<file path="src/rtl/imem_fetch_ctrl.sv">
// Instruction fetch sequencer: issues one word read per cycle, buffers {word, pc} in a prefetch FIFO.
// Optional misaligned-redirect fault state is enabled by defining FETCH_ALIGN_CHECK_EN.
module imem_fetch_ctrl #(
  parameter logic [31:0] RESET_PC = 32'h0000_0000,
  parameter int unsigned DEPTH    = 4
) (
  input  logic        clk,
  input  logic        rst,
  output logic        mem_req,
  output logic [31:0] mem_addr,
  input  logic [31:0] mem_rdata,
  input  logic        redirect_valid,
  input  logic [31:0] redirect_pc,
  output logic        inst_valid,
  output logic [31:0] inst,
  output logic [31:0] inst_pc,
  input  logic        inst_ready,
  output logic        fetch_fault
);

  localparam int unsigned PTR_W = $clog2(DEPTH);
  localparam int unsigned CNT_W = PTR_W + 1;
  localparam logic [CNT_W:0] DEPTH_C = (CNT_W + 1)'(DEPTH);

`ifdef FETCH_ALIGN_CHECK_EN
  typedef enum logic {RUN = 1'b0, FAULT = 1'b1} state_e;
`else
  typedef enum logic {RUN = 1'b0} state_e;
`endif

  state_e           state_q, state_d;
  logic [31:0]      fetch_pc_q, fetch_pc_d;
  logic             inflight_q, inflight_d;
  logic [31:0]      inflight_pc_q, inflight_pc_d;
  logic [PTR_W-1:0] rd_ptr_q, rd_ptr_d;
  logic [PTR_W-1:0] wr_ptr_q, wr_ptr_d;
  logic [CNT_W-1:0] count_q, count_d;
  logic [31:0]      data_mem [DEPTH];
  logic [31:0]      pc_mem   [DEPTH];

  logic             pop, push, credit;
  logic [CNT_W:0]   occupancy;
  logic [31:0]      redir_target;

  assign inst_valid = (count_q != '0);
  assign inst       = inst_valid ? data_mem[rd_ptr_q] : 32'h0;
  assign inst_pc    = inst_valid ? pc_mem[rd_ptr_q]   : 32'h0;
  assign pop        = inst_valid & inst_ready;
  // A response arriving in a redirect cycle belongs to the old stream and is dropped.
  assign push       = inflight_q & ~redirect_valid;
  assign occupancy  = {1'b0, count_q} + (CNT_W + 1)'(inflight_q) - (CNT_W + 1)'(pop);
  assign credit     = (occupancy < DEPTH_C);

`ifdef FETCH_ALIGN_CHECK_EN
  assign redir_target = redirect_pc;
  assign fetch_fault  = (state_q == FAULT);
`else
  assign redir_target = redirect_pc & ~32'h3;
  assign fetch_fault  = 1'b0;
`endif

  always_comb begin
    state_d       = state_q;
    fetch_pc_d    = fetch_pc_q;
    inflight_d    = 1'b0;
    inflight_pc_d = inflight_pc_q;
    rd_ptr_d      = rd_ptr_q;
    wr_ptr_d      = wr_ptr_q;
    count_d       = count_q;
    mem_req       = 1'b0;
    mem_addr      = 32'h0;

    if (!rst && (state_q == RUN) && !redirect_valid && credit) begin
      mem_req  = 1'b1;
      mem_addr = fetch_pc_q;
    end

    if (redirect_valid) begin
      rd_ptr_d   = '0;
      wr_ptr_d   = '0;
      count_d    = '0;
      fetch_pc_d = redir_target;
`ifdef FETCH_ALIGN_CHECK_EN
      state_d    = (redirect_pc[1:0] != 2'b00) ? FAULT : RUN;
`else
      state_d    = RUN;
`endif
    end else begin
      if (push) wr_ptr_d = wr_ptr_q + 1'b1;
      if (pop)  rd_ptr_d = rd_ptr_q + 1'b1;
      unique case ({push, pop})
        2'b10:   count_d = count_q + 1'b1;
        2'b01:   count_d = count_q - 1'b1;
        default: count_d = count_q;
      endcase
      if (mem_req) begin
        inflight_d    = 1'b1;
        inflight_pc_d = fetch_pc_q;
        fetch_pc_d    = fetch_pc_q + 32'd4;
      end
    end
  end

  always_ff @(posedge clk) begin
    if (rst) begin
      state_q    <= RUN;
      fetch_pc_q <= RESET_PC;
      inflight_q <= 1'b0;
      rd_ptr_q   <= '0;
      wr_ptr_q   <= '0;
      count_q    <= '0;
    end else begin
      state_q    <= state_d;
      fetch_pc_q <= fetch_pc_d;
      inflight_q <= inflight_d;
      rd_ptr_q   <= rd_ptr_d;
      wr_ptr_q   <= wr_ptr_d;
      count_q    <= count_d;
    end
  end

  // Payload storage carries no reset; visibility is governed by count_q.
  always_ff @(posedge clk) begin
    inflight_pc_q <= inflight_pc_d;
    if (push) begin
      data_mem[wr_ptr_q] <= mem_rdata;
      pc_mem[wr_ptr_q]   <= inflight_pc_q;
    end
  end

endmodule

</file>
<file path="config.mk">
export PLATFORM = sky130hd
export DESIGN_NAME = imem_fetch_ctrl
export DESIGN_NICKNAME = d
export VERILOG_FILES = /design/src/rtl/imem_fetch_ctrl.sv
export SDC_FILE = /design/constraint.sdc
export NUM_CORES = 1
export LEC_CHECK = 0
export CAP_MARGIN = 20
export CELL_PAD_IN_SITES_DETAIL_PLACEMENT = 2
export CELL_PAD_IN_SITES_GLOBAL_PLACEMENT = 2
export CORE_UTILIZATION = 37
export DETAILED_ROUTE_END_ITERATION = 8
export PLACE_DENSITY = 0.78
export SLEW_MARGIN = 40
export SYNTH_ARGS = -nofsm -noshare
export SYNTH_HDL_FRONTEND = slang
export SYNTH_SLANG_ARGS = --single-unit
</file>
<file path="constraint.sdc">
create_clock -name clk -period 4.38 [get_ports clk]
set_clock_uncertainty 0.05 [all_clocks]
set_input_delay 0.876 -clock clk [delete_from_list [all_inputs] [get_ports clk]]
set_output_delay 0.876 -clock clk [all_outputs]
set_load 0.02 [all_outputs]
</file>
# Word level (Yosys, flattened, before mapping)
# Memories as Yosys holds them, arrays and structs flattened. A register that Yosys moved wholly into a read port is not among the register bits.
# Cells that the tools add are included.
# word_totals
ff_bits	72
memories	2
ram_bits	256
output_inout_bits	99
inputBits	68
# classes
bitwise	3
addsub	7
order_cmp	1
muxes	14
n_reduce_logical	9
n_eq_ne	2
# memory_table
name	depth	word_bits	rd	rd_ports_with_merged_regs	write_ports	line_no	text
data_mem	4	32	1	1	1	38	logic [31:0] data_mem [DEPTH];
pc_mem	4	32	1	1	1	39	logic [31:0] pc_mem [DEPTH];
# op_table
operator	n
$mux W32	5
$add A32 B3 Y32 const B	1
$mux W2	4
$pmux W3 S2	1
$add A2 B1 Y2 const B	2
$add A3 B1 Y4	1
$lt A4 B3 Y1 const B	1
$mux W1	4
$reduce_bool A2 Y1	2
$sub A4 B1 Y4	1
$add A3 B1 Y3 const B	1
$reduce_bool A3 Y1	1
$sub A3 B1 Y3 const B	1
$and A1 B1 Y1	2
$eq A2 B1 Y1 const B	1
$eq A2 B2 Y1 const B	1
$logic_and A1 B1 Y1	2
$logic_not A1 Y1	2
$reduce_and A2 Y1	1
$reduce_or A2 Y1	1
$not A1 Y1	1

# Depth between registers and ports, before layout
# logic_depth
ltp_word	8
mapped_depth	12
depth_no_buf	10

# Least setup slack after synthesis
# OpenSTA, ideal clock, no wires.
# synth_timing
path_kind	in2reg
from	in inst_ready
to	reg inflight_pc_q[10], enable pin
setup_time_ps	427
required_time_ps	3903
path_slack_ps	24
path_stages	8
path_buffers	1
t_arrival_ps	3879
path_cell_list	and2_1 > ha_1 > inv_1 > ha_1 > or2_2 > a211o_1 > buf_2 > a21oi_1
# synth_between
elab_chain_len	6
# synth_rtl
element	line_no	text
start: declaration	17	input logic inst_ready,
$and A1 B1 Y1	48	assign pop = inst_valid & inst_ready;
$sub A4 B1 Y4	51	assign occupancy = {1'b0, count_q} + (CNT_W + 1)'(inflight_q) - (CNT_W + 1)'(pop);
$lt A4 B3 Y1	52	assign credit = (occupancy < DEPTH_C);
$logic_and A1 B1 Y1	73	if (!rst && (state_q == RUN) && !redirect_valid && credit) begin
$mux W1	73	
$reduce_and A2 Y1 (no source line)	-	
end signal: assignment	124	inflight_pc_q <= inflight_pc_d;
end: declaration	34	logic [31:0] inflight_pc_q, inflight_pc_d;
# No other way between the ends.
# A chain may end at the register's enable or synchronous reset.

# Final worst setup path
# layout_timing
from	reg count_q[1]
to	out mem_addr[13]
# layout_between
elab_chain_len	6
# layout_rtl
element	line_no	text
start: declaration	37	logic [CNT_W-1:0] count_q, count_d;
start signal: assignment	118	count_q <= count_d;
$reduce_bool A3 Y1	45	assign inst_valid = (count_q != '0);
$and A1 B1 Y1	48	
net pop	41	logic pop, push, credit;
$sub A4 B1 Y4	51	
$lt A4 B3 Y1	52	
$logic_and A1 B1 Y1	73	
$mux W32	73	
end: declaration	10	output logic [31:0] mem_addr,
# The timed path passes the listed nets, and every way through them passes these cells.

==> results.sh <==
export IMPL_run_status="finished, final reports clean"
export IMPL_yosys_warnings=0
export IMPL_cts_buffer_depth=3
export IMPL_initial_utilization=0.3795
export IMPL_grt_util_met2=0.3182
export IMPL_rsz0062_at_grt="false"
export IMPL_yosys_area_top_type="edfxtp_1"
export IMPL_ys_types=48
export IMPL_worst_pin_slew_ns=0.6971
export IMPL_setup_slack_ns=0.1407
export IMPL_io_buffers=159
export IMPL_synth_edf_count=278
export IMPL_worst_path_max_fanout=15
export IMPL_ir_worst_vdd_mv=0.2119
export IMPL_dr_pass1_iters=5
export IMPL_fillers=3134
export IMPL_met1_usage=0.2303
export IMPL_place_area_mm2=0.01512
export IMPL_synthTopCellsByArea="edfxtp_1 (65%), mux4_2 (11%), dfxtp_1 (6.2%)"
export IMPL_min_path_type="flip-flop to flip-flop"
export IMPL_hold_viol=0
export IMPL_cellPowerDensity_mw_per_mm2=400.9
export IMPL_antenna_found_initial=0
export IMPL_drc_errors=0
export IMPL_synthToLayoutAreaGrowth_pct=24.97
export IMPL_rows=67
export IMPL_ys_flop_type="edfxtp_1"
export IMPL_dpl_worst_slack_ns=-0.3646
export IMPL_startpoint_type="flip-flop"
export IMPL_coreArea_mm2=0.03387
export IMPL_syn_inst=736
export IMPL_wire_per_inst_um=22.50
export IMPL_async_flop_share=0
export IMPL_grt_use_total=0.1809
export IMPL_crit_required_ns=3.45
export IMPL_dp_hpwl_um=20380
export IMPL_cts_clk_slew_worst_paths_ns=0.06
export IMPL_fin_crit_sh=0.9679
export IMPL_finalPower_mw=6.439
export IMPL_use_met3=0.03446
export IMPL_arrival_ns=3.31
export IMPL_tns_ns=0
export IMPL_vias=7199
export IMPL_drive_above_1_share=0.1958
export IMPL_cts_buffers=37
export IMPL_finalNonFillerCells=1393
export IMPL_fmax_ghz=0.2359
export IMPL_pwr_share_comb=0.048
export IMPL_synthTopCellsByCount="edfxtp_1 (278), and2_1 (98), mux4_2 (62)"
export IMPL_dieArea_mm2=0.03549
export IMPL_crit_chain="or3_2 -> and2_4 -> ha_1 -> inv_1 -> ha_1 -> and3b_1 -> a211o_1 -> a21oi_4 -> buf_16 -> and2_1 -> clkdlybuf4s15_2"
export IMPL_globalplace_congestion=0.7454
export IMPL_clk_latency_ns=0.51
export IMPL_grt_max_degree=64
export IMPL_die_h_um=188.4
export IMPL_dp_cells=1327
export IMPL_setup_violations_final=0
export IMPL_crit_type="flip-flop to output pin"
export IMPL_p_clk_frac=0.420
export IMPL_max_slew_margin=0.5310
export IMPL_numClockSinks=318
export IMPL_grt_busiest_layer="met2"
export IMPL_ant_nets=0
export IMPL_slew_violations=0
export IMPL_seqPwrFrac=0.532
export IMPL_yosys_register_bits=318
export IMPL_avgSynthCellArea_um2=17.46
export IMPL_final_net_count=997
export IMPL_final_area_mm2=0.01606
export IMPL_drv_cap=0
export IMPL_wirelength_um=31350
export IMPL_final_core_utilization=0.4743
export IMPL_detailedRoute_firstIterationViolations=313
export IMPL_cp_top_family="simple AND/OR/NAND/NOR gates"
export IMPL_cts_tree="built"
export IMPL_grt_pass1_vias=7903
export IMPL_synth_top_area_frac=0.6495
export IMPL_vias_per_cell=5.168
export IMPL_min_period_ns=4.239
export IMPL_cp_end_kind="output pin"
export IMPL_num_io_pins=167
export IMPL_internal_power_mw=5.081
export IMPL_max_stage_delay_ns=0.50
export IMPL_die_x_um=188.4
export IMPL_gr_total_overflow=0
export IMPL_synth_area_mm2=0.01285
export IMPL_cts_root_buffer_cell="clkbuf_16"
export IMPL_holdBufCountCts=0
export IMPL_yosysMostFrequentCell="edfxtp_1"
export IMPL_cp_common_cell="ha_1"
export IMPL_n_antenna_cell=0
export IMPL_yosysSeqAreaShare=0.7118
export IMPL_register_area_mm2=0.009158
export IMPL_worst_path_buf_inv=3
export IMPL_cp_slowest_cell="or3_2"
export IMPL_hold_slack_ns=0.4593
export IMPL_grt_pass1_wl_um=48760
export IMPL_multi_input_area_mm2=0.003527
export IMPL_p_leak_nw=5.163
export IMPL_switching_share=0.2109
export IMPL_h_tree_depth=2
export IMPL_p_sw_mw=1.358
[worst reg2reg max path: stages, from the launching register on]
cell and delay (ns):
dfxtp_1 0.35, or3_2 0.50, and2_4 0.19, ha_1 0.18
inv_1 0.06, ha_1 0.21, and3b_1 0.20, buf_4 0.15
a2111oi_2 0.37, o211ai_1 0.27, or3_1 0.42, a311oi_1 0.25
[power groups by stage]
| stage | sequential (mW) | combinational (mW) | clock, mW |
|---|---|---|---|
| 6_report | 3.43 | 0.312 | 2.70 |
| 5_1_grt | 3.43 | 0.337 | 2.88 |
| 3_3_place_gp | 3.48 | 0.306 | 0 |
| 3_5_place_dp | 3.49 | 0.318 | 0 |
| 4_1_cts | 3.43 | 0.320 | 2.78 |
| 2_1_floorplan | 3.46 | 0.154 | 0 |
[sequential cells by signal, indices dropped and copies added, names as in the netlist, named ones only]
signal	count
count_q	3
inflight_pc_q	30
data_mem	128
wr_ptr_q	2
pc_mem	120
fetch_pc_q	30
inflight_q	1
rd_ptr_q	2
[cell usage in the layout, fill, tap and decap left out, types with 3 or more instances in the layout]
cell             count
nand3_1              5
xnor2_1             14
nor2_1              32
a211oi_1            20
o211ai_1             6
and3_1               4
and2_4               5
clkbuf_2            29
a21oi_1             10
buf_4               16
and2_1              93
o21bai_1             4
mux4_2              62
dfxtp_1             37
and4_1               3
inv_1               10
o2111ai_1            4
o21ai_0              9
xor2_1              15
ha_1                 9
clkinv_1             7
clkbuf_16           37
clkinv_2             4
nand3b_1             3
nor3_1               3
clkdlybuf4s50_1    127
conb_1               5
clkbuf_1            16
nand4_1              6
a211oi_2             3
nand2_1             16
or3_1                3
a2111oi_2            4
buf_12               7
a311oi_1             3
a211o_1              3
edfxtp_1           278
[metal layers]
layer  vias up  share of wire
met5         -              0
met4         0          0.019
met3        43          0.044
met2       186           0.51
met1      3745           0.43
li1       3225              -
[layout make-up]
cell class,instances,share of cell area
multi-input cells,369,0.2196
clock inverters,11,0.002882
clock buffers,54,0.06224
repair buffers,183,0.1079
well taps,448,0.03490
inverters,10,0.002337
flip-flops and latches,318,0.5701
[path summary, 6_finish.rpt]
path / startpoint / endpoint / slack [ns] / cells past startpoint
worst max register to register: count_q[1] / fetch_pc_q[31] / 1.08 / 11
worst min-delay path: inflight_pc_q[26] / pc_mem[2][26] / 0.46 / 0
worst max-delay path: count_q[1] / mem_addr[13] / 0.14 / 11
worst min register to register: inflight_pc_q[26] / pc_mem[2][26] / 0.46 / 0
[kinds of logic after synthesis]
logic type,share of synthesized area
AND/OR/NAND/NOR,0.08528
other,0.0002918
multiplexers,0.1094
buffers and inverters,0.01772
AO/OA/AOI/OAI,0.04537
adder cells (fa/ha/maj),0.01032
flip-flops,0.7118
XOR/XNOR,0.01976
[repair_timing]
action | CTS | global route
setup buffers | 0 | 0
pin swaps | 0 | 1
resized for setup | 38 | 58
gates cloned | 1 | 0
setup endpoints to repair | 31 | 30
Power figures use the tool's default switching activity.
